===== src/rtl/bus_transfer_scheduler.sv =====
// bus_transfer_scheduler: queues register-to-register transfer requests and
// sequences the one-hot bus source enable and destination load enable for
// each one. Each transfer takes two cycles: DRIVE puts the source on the bus,
// LATCH keeps the source driven and pulses the destination load.
//
// Request handshake: a request transfers when req_valid_i && req_ready_o at a
// rising edge of clock_i. req_ready_o comes only from the registered fill
// count, so it never depends on a pop at the same edge. Invalid requests are
// still handshaked (then dropped and flagged on err_o), so the requester never
// stalls on a bad code.
module bus_transfer_scheduler #(
    parameter int DEPTH = 4,
    parameter int CW    = $clog2(DEPTH + 1)
) (
    input  logic          clock_i,
    input  logic          clear_i,
    input  logic          req_valid_i,
    output logic          req_ready_o,
    input  logic [4:0]    req_src_i,
    input  logic [4:0]    req_dst_i,
    input  logic          flush_i,
    output logic [23:0]   src_en_o,
    output logic [23:0]   dst_ld_o,
    output logic          done_o,
    output logic          err_o,
    output logic          busy_o,
    output logic [CW-1:0] fill_count_o,
    output logic [1:0]    state_o
);

    localparam int AW = $clog2(DEPTH);
    localparam logic [CW-1:0] FULL_COUNT = CW'(DEPTH);
    localparam logic [23:0] ONE_HOT_BASE = 24'd1;

    typedef enum logic [1:0] {
        IDLE  = 2'd0,
        DRIVE = 2'd1,
        LATCH = 2'd2
    } state_t;

    state_t        state_q, state_d;
    logic [4:0]    cur_src_q, cur_src_d;
    logic [4:0]    cur_dst_q, cur_dst_d;
    logic [23:0]   src_en_q, src_en_d;
    logic [23:0]   dst_ld_q, dst_ld_d;
    logic          done_q, done_d;
    logic          err_q, err_d;

    // Each FIFO entry holds {src, dst}.
    logic [9:0]    fifo_q [DEPTH];
    logic [AW-1:0] wr_ptr_q, wr_ptr_d;
    logic [AW-1:0] rd_ptr_q, rd_ptr_d;
    logic [CW-1:0] count_q, count_d;

    logic          handshake;
    logic          src_ok;
    logic          dst_ok;
    logic          push;
    logic          pop;

    // Z, In_Port and C cannot be loaded from the bus; codes above 23 do not exist.
    assign src_ok    = (req_src_i <= 5'd23);
    assign dst_ok    = (req_dst_i <= 5'd17) || (req_dst_i == 5'd20) || (req_dst_i == 5'd21);
    assign handshake = req_valid_i && req_ready_o;
    assign push      = handshake && src_ok && dst_ok && !flush_i;

    // Next state, pop decision and the registered bus controls for the next cycle.
    always_comb begin
        state_d   = state_q;
        cur_src_d = cur_src_q;
        cur_dst_d = cur_dst_q;
        pop       = 1'b0;
        if (flush_i) begin
            state_d = IDLE;
        end else begin
            case (state_q)
                IDLE: begin
                    if (count_q != '0) begin
                        pop                    = 1'b1;
                        {cur_src_d, cur_dst_d} = fifo_q[rd_ptr_q];
                        state_d                = DRIVE;
                    end
                end
                DRIVE: begin
                    state_d = LATCH;
                end
                LATCH: begin
                    if (count_q != '0) begin
                        pop                    = 1'b1;
                        {cur_src_d, cur_dst_d} = fifo_q[rd_ptr_q];
                        state_d                = DRIVE;
                    end else begin
                        state_d = IDLE;
                    end
                end
                default: begin
                    state_d = IDLE;
                end
            endcase
        end

        src_en_d = '0;
        dst_ld_d = '0;
        done_d   = 1'b0;
        if (state_d != IDLE) begin
            src_en_d = ONE_HOT_BASE << cur_src_d;
        end
        if (state_d == LATCH) begin
            dst_ld_d = ONE_HOT_BASE << cur_dst_d;
            done_d   = 1'b1;
        end

        err_d = handshake && !(src_ok && dst_ok) && !flush_i;
    end

    // FIFO pointer and occupancy bookkeeping; flush empties the queue outright.
    always_comb begin
        wr_ptr_d = wr_ptr_q;
        rd_ptr_d = rd_ptr_q;
        count_d  = count_q;
        if (flush_i) begin
            wr_ptr_d = '0;
            rd_ptr_d = '0;
            count_d  = '0;
        end else begin
            if (push) begin
                wr_ptr_d = wr_ptr_q + AW'(1);
            end
            if (pop) begin
                rd_ptr_d = rd_ptr_q + AW'(1);
            end
            case ({push, pop})
                2'b10:   count_d = count_q + CW'(1);
                2'b01:   count_d = count_q - CW'(1);
                default: count_d = count_q;
            endcase
        end
    end

    // Control state registers; clear drops everything to idle immediately.
    always_ff @(posedge clock_i or posedge clear_i) begin
        if (clear_i) begin
            state_q   <= IDLE;
            cur_src_q <= '0;
            cur_dst_q <= '0;
            src_en_q  <= '0;
            dst_ld_q  <= '0;
            done_q    <= 1'b0;
            err_q     <= 1'b0;
            wr_ptr_q  <= '0;
            rd_ptr_q  <= '0;
            count_q   <= '0;
        end else begin
            state_q   <= state_d;
            cur_src_q <= cur_src_d;
            cur_dst_q <= cur_dst_d;
            src_en_q  <= src_en_d;
            dst_ld_q  <= dst_ld_d;
            done_q    <= done_d;
            err_q     <= err_d;
            wr_ptr_q  <= wr_ptr_d;
            rd_ptr_q  <= rd_ptr_d;
            count_q   <= count_d;
        end
    end

    // FIFO storage; entries are only meaningful below the fill count, so no reset.
    always_ff @(posedge clock_i) begin
        if (push) begin
            fifo_q[wr_ptr_q] <= {req_src_i, req_dst_i};
        end
    end

    assign req_ready_o  = (count_q < FULL_COUNT);
    assign src_en_o     = src_en_q;
    assign dst_ld_o     = dst_ld_q;
    assign done_o       = done_q;
    assign err_o        = err_q;
    assign busy_o       = (state_q != IDLE) || (count_q != '0);
    assign fill_count_o = count_q;
    assign state_o      = state_q;

endmodule


===== config.mk =====
export PLATFORM = sky130hd
export DESIGN_NAME = bus_transfer_scheduler
export DESIGN_NICKNAME = d
export VERILOG_FILES = /design/src/rtl/bus_transfer_scheduler.sv
export SDC_FILE = /design/constraint.sdc
export NUM_CORES = 1
export LEC_CHECK = 0
export BUFFER_PORTS_ARGS = -buffer_cell sky130_fd_sc_hd__buf_2
export CAP_MARGIN = 20
export CORE_MARGIN = 2
export CORE_UTILIZATION = 45
export DETAILED_ROUTE_END_ITERATION = 8
export GPL_ROUTABILITY_DRIVEN = 0
export PLACE_DENSITY = 0.74
export SETUP_SLACK_MARGIN = 0.4
export SKIP_LAST_GASP = 1
export SYNTH_ARGS = -nofsm -noshare
export SYNTH_HDL_FRONTEND = slang
export SYNTH_SLANG_ARGS = --single-unit

===== constraint.sdc =====
create_clock -name clock_i -period 6.1 [get_ports clock_i]
set_clock_uncertainty 0.2 [all_clocks]
set_input_delay 0.915 -clock clock_i [delete_from_list [all_inputs] [get_ports clock_i]]
set_output_delay 0.915 -clock clock_i [all_outputs]
set_load 0.05 [all_outputs]

Word level (Yosys, flattened, before mapping)
Memories as Yosys holds them, arrays and structs flattened. Cells that the tools add are included.

Shift operators: 2. Muxes and demuxes: 24. Add/subtract/negate cells: 4. Magnitude comparators: 3. Reductions and logical operators: 20. Equality and inequality tests: 7.

Operators by type and width (number): $mux W24 (2); $shl A1 B5 Y24 const A (2); $mux W5 (6); $mux W2 (6); $eq A5 B5 Y1 const B (2); $le A5 B5 Y1 const B (2); $reduce_bool A2 Y1 (4); $logic_and A1 B1 Y1 (7); $mux W1 (7); $eq A2 B2 Y1 const B (3); $pmux W2 S3 (1); $pmux W3 S2 (1); $reduce_bool A3 Y1 (2); $add A2 B1 Y2 const B (2); $eq A2 B1 Y1 const B (2); $add A3 B1 Y3 const B (1); $logic_or A1 B1 Y1 (3); $lt A3 B3 Y1 const B (1); $mux W3 (1); $sub A3 B1 Y3 const B (1); $logic_not A1 Y1 (2); $logic_not A2 Y1 (1); $reduce_or A2 Y1 (1).

Register bits after elaboration: 69. Memory bits (writable): 40. Logic and storage cells: 71. Output and inout port bits: 57. Memories: 1. Input bits: 14.

Memories: fifo_q (words 4, bits a word 10, read ports 1, clocked after Yosys merged registers in 0, wr ports 1, RTL line 50) `logic [9:0] fifo_q [DEPTH];`.

Logic depth before layout (Yosys ltp)
Depth in word-level cells: 8. Depth in mapped cells: 8. Mapped depth without buffers: 6.

Worst setup path after synthesis
No wires, ideal clock.

Path type: input to register. Start: in req_dst_i[1]. End: reg count_q[2] (netlist: fill_count_o[2]). Arrival: 2697 ps. Setup slack: 3115 ps. Required time: 5812 ps. Stages: 7. Path through: o21ai_0 > and4_1 > clkbuf_1 > nor4_1 > fa_1 > or4b_1 > a41oi_1.

Cells in the longest elaborated chain, start to end: 8. Elaborated cells on any way between the ends: 12.

RTL lines: from (decl) (RTL line 20) `input logic [4:0] req_dst_i,`; $le A5 B5 Y1 or $eq A5 B5 Y1 (tied branches) (RTL line 63) `assign dst_ok = (req_dst_i <= 5'd17) || (req_dst_i == 5'd20) || (req_dst_i == 5'd21);`; $logic_or A1 B1 Y1 (RTL line 63); $logic_or A1 B1 Y1 (*) (RTL line 63); $logic_and A1 B1 Y1 (*) (2 in a row) (RTL line 65) `assign push = handshake && src_ok && dst_ok && !flush_i;`; $eq A2 B1 Y1 or $eq A2 B2 Y1 (tied branches) (RTL line 132) `case ({push, pop})`; $pmux W3 S2 (RTL line 132); $mux W3 (RTL line 121) `if (flush_i) begin`; to (signal assigned) (RTL line 163) `count_q <= count_d;`; to (decl) (RTL line 53) `logic [CW-1:0] count_q, count_d;`.

Every way passes the cells marked *; elsewhere a longest branch is shown, timed or not. A chain may end at the register's enable or synchronous reset.

Worst setup path in the final report
Start: in flush_i. End: reg src_en_q[0] (netlist: src_en_o[0]).

Cells in the longest elaborated chain, start to end: 3. Elaborated cells on any way between the ends: 5.

RTL lines: from (decl) (RTL line 21) `input logic flush_i,`; $mux W5 or $mux W2 (tied branches) (RTL line 73) `if (flush_i) begin`; $shl A1 B5 Y24 or $reduce_bool A2 Y1 (tied branches) (RTL line 106, 105); $mux W24 (*) (RTL line 105) `if (state_d != IDLE) begin`; net src_en_d[0] (RTL line 44) `logic [23:0] src_en_q, src_en_d;`; to (signal assigned) (RTL line 157) `src_en_q <= src_en_d;`; to (decl) (RTL line 44).

Mark *: on every way through the listed nets, which the timed path passes. The rest lies on a longest branch.

==> results.toml <==
[sta]
period_share_pct = 50.2
fin_crit_ns = 3.06
setup_viol = 0
hold_viol = 0
grt_setup_unrepaired = "no"
tns_ns = 0
drv_slew = 0
slew_headroom_pct = 39.6
worst_pin_slew_ns = 0.906
fmax_mhz = 327

[global_routing]
antenna_found_initial = 0
grt_max_degree = 70
grt_pass1_wl_um = 12400
grt_pass1_vias = 2483
grt_overflow_total = 0
grtUsageTotal_pct = 15.7

[synth]
synth.distinct_cells = 48
async_flop_share_pct = 63.3
yosysMostFrequentCell = "dfrtp_1"
synth_edf_count = 40
synthCells = 304
synth.area.top_cells = "dfrtp_1 40%, edfxtp_1 28%, mux4_2 5.2%, nor2_1 4.5%, nand2_1 2.4%"
avgSynthCellArea_um2 = 14.3
syn_nets = 323
synth_warnings = 0
synthTopCellsByCount = "69 x dfrtp_1, 52 x nor2_1, 40 x edfxtp_1"
netlist.area_leader.share_pct = 39.7
yosys_most_used_dff = "dfrtp_1"
syn_area_um2 = 4350
synth_seq_area_share_pct = 67.3
synth_seq_cells = 109
synth_largest_area_cell = "dfrtp_1"

[detailed_routing]
drtIter0Drc = 116
drtAntennaViolNets = 0
totalWireLength_um = 7660
drc = 0
post_drt_wl_per_cell_um = 15.0
vias = 2521
viasPerCell = 4.94
firstDrtPassIters = 4

[cts]
tritoncts = "yes"
path_clk_slew_ns = 0.10
clk_path_buf_depth = 2
ctsHoldBuffers = 0
clock_latency_ns = 0.37
cts.sinks = 109
root_buffer = "clkbuf_8"
cts_inserted_buffers = 9
cts_resized = 0
cts_setup_buffers = 0
cts_max_level = 3

[floorplan]
core_area_um2 = 9330
dieWidth_um = 102
rows = 35
initial_core_util_pct = 46.7
die_area_um2 = 10500
ios = 71
dieHeight_um = 102

[critical_path]
cp-start-kind = "primary input"
critPathKind = "primary input to register"
critPathMaxFanout = 17
end_kind = "register"
worstPathRequired_ns = 6.15
crit_arrival_ns = 3.11

[pwr]
comb_power_share_pct = 33.9
peakVddDrop_uv = 217
pwr_density_cell_nw_per_um2 = 403
seqPwrFrac_pct = 45.9
power.share.clock_pct = 20.2
internal_power_mw = 1.22
swShare_pct = 39.5
switchingPower_mw = 0.795
power_mw = 2.01
p_leak_nw = 2.24

[layout]
drive_above_1_share_pct = 33.1
nNetsFinal = 395
fin_util_pct = 53.5
final-instance-count-excl-fill = 510
area_delta_synth_final_pct = 14.7
n_antenna_cell = 0
fillers = 786

[placed_design]
portBuffers = 70
hpwl_um = 5370
dp_cells = 494

[outcome]
outcome = "finished clean"

[worst_hold_path]
min_path_type = "register to register"

[run]
max_cap_viol_count = 0
==> power by group through the flow <==
stage | Clock [mW] | Sequential [mW] | Combinational (mW)
after floorplan | 0 | 0.990 | 0.490
after global placement | 0 | 0.934 | 0.671
after detailed placement | 0 | 0.939 | 0.683
after CTS | 0.419 | 0.924 | 0.686
after global routing | 0.442 | 0.939 | 0.745
final | 0.405 | 0.924 | 0.682
==> layout by cell type, fill, tap and decap left out, types with 4 or more instances in the layout <==
cell type and n:
edfxtp_1 40, nor2_2 6, nand2_1 28, nand3_1 4, a31oi_4 4, o21ai_0 7, mux4_2 10, buf_2 70
nor2_1 52, clkbuf_8 10, and2_1 4, inv_1 8, ha_1 4, dfrtp_1 69
==> routing by layer <==
layer	wire (um)	track usage [%]	vias to the layer above	part of all wire, %
li1	-	-	1208	-
met3	436	4.72	12	5.7
met1	3420	20.8	1227	45
met4	108	4.92	0	1.4
met5	0	0	-	0
met2	3700	25.0	74	48
==> final timing paths <==
kind                                           end              startpoint  cells after the start  slack (ns)
min reg2reg                 cur_dst_q[4]$_DFF_PP0_  cur_dst_q[4]$_DFF_PP0_                      2        0.36
max reg2reg                  src_en_o[0]$_DFF_PP0_    state_o[0]$_DFF_PP0_                      5        3.24
max in group asynchronous  rd_ptr_q[1]$_DFFE_PP0P_                 clear_i                      3        4.58
min in group asynchronous   src_en_o[16]$_DFF_PP0_                 clear_i                      3        0.59
min                         cur_dst_q[4]$_DFF_PP0_  cur_dst_q[4]$_DFF_PP0_                      2        0.36
max                          src_en_o[0]$_DFF_PP0_                 flush_i                      6        3.04
==> cell type report <==
type | count | area [um^2] | share of cell area (%)
clock buffers | 10 | 138 | 2.76
clock inverters | 6 | 51.3 | 1.03
inverters | 11 | 41.3 | 0.827
multi-input cells | 173 | 1310 | 26.2
flip-flops and latches | 109 | 2930 | 58.6
well taps | 129 | 161 | 3.23
repair buffers | 72 | 365 | 7.32
==> per-stage QoR <==
stage               hold slack [ns]  cell area (um^2)  setup slack (ns)
global route                  0.414              4990              2.83
finish                        0.358              4990              3.04
global placement              0.314              4800              2.78
CTS                           0.353              4990              3.06
floorplan                     0.287              4350              3.12
detailed placement            0.326              4800              2.66
==> worst max-delay path: stages <==
cell and delay (ns):
buf_2 0.18, or2_1 0.48, or2_1 0.78, inv_2 0.30
a31oi_1 0.36, nor2_1 0.08
==> sequential cells by signal, summed over array words and instances, names as in the netlist <==
| name | flops |
|---|---|
| fill_count_o | 3 |
| dst_ld_o | 24 |
| cur_src_q | 5 |
| done_o | 1 |
| err_o | 1 |
| src_en_o | 24 |
| state_o | 2 |
| cur_dst_q | 5 |
| fifo_q | 40 |
| wr_ptr_q | 2 |
| rd_ptr_q | 2 |
==> cell families after synthesis <==
| kind of cell | count (synthesis) | synth area share, % |
|---|---|---|
| xor+xnor | 3 | 0.604 |
| compound gates | 24 | 5.29 |
| flops | 109 | 67.3 |
| fa+ha+maj | 5 | 1.61 |
| mux | 15 | 6.61 |
| simple gates | 126 | 15.9 |
| buf+inv | 22 | 2.70 |
(Power assumes the default switching activity.)
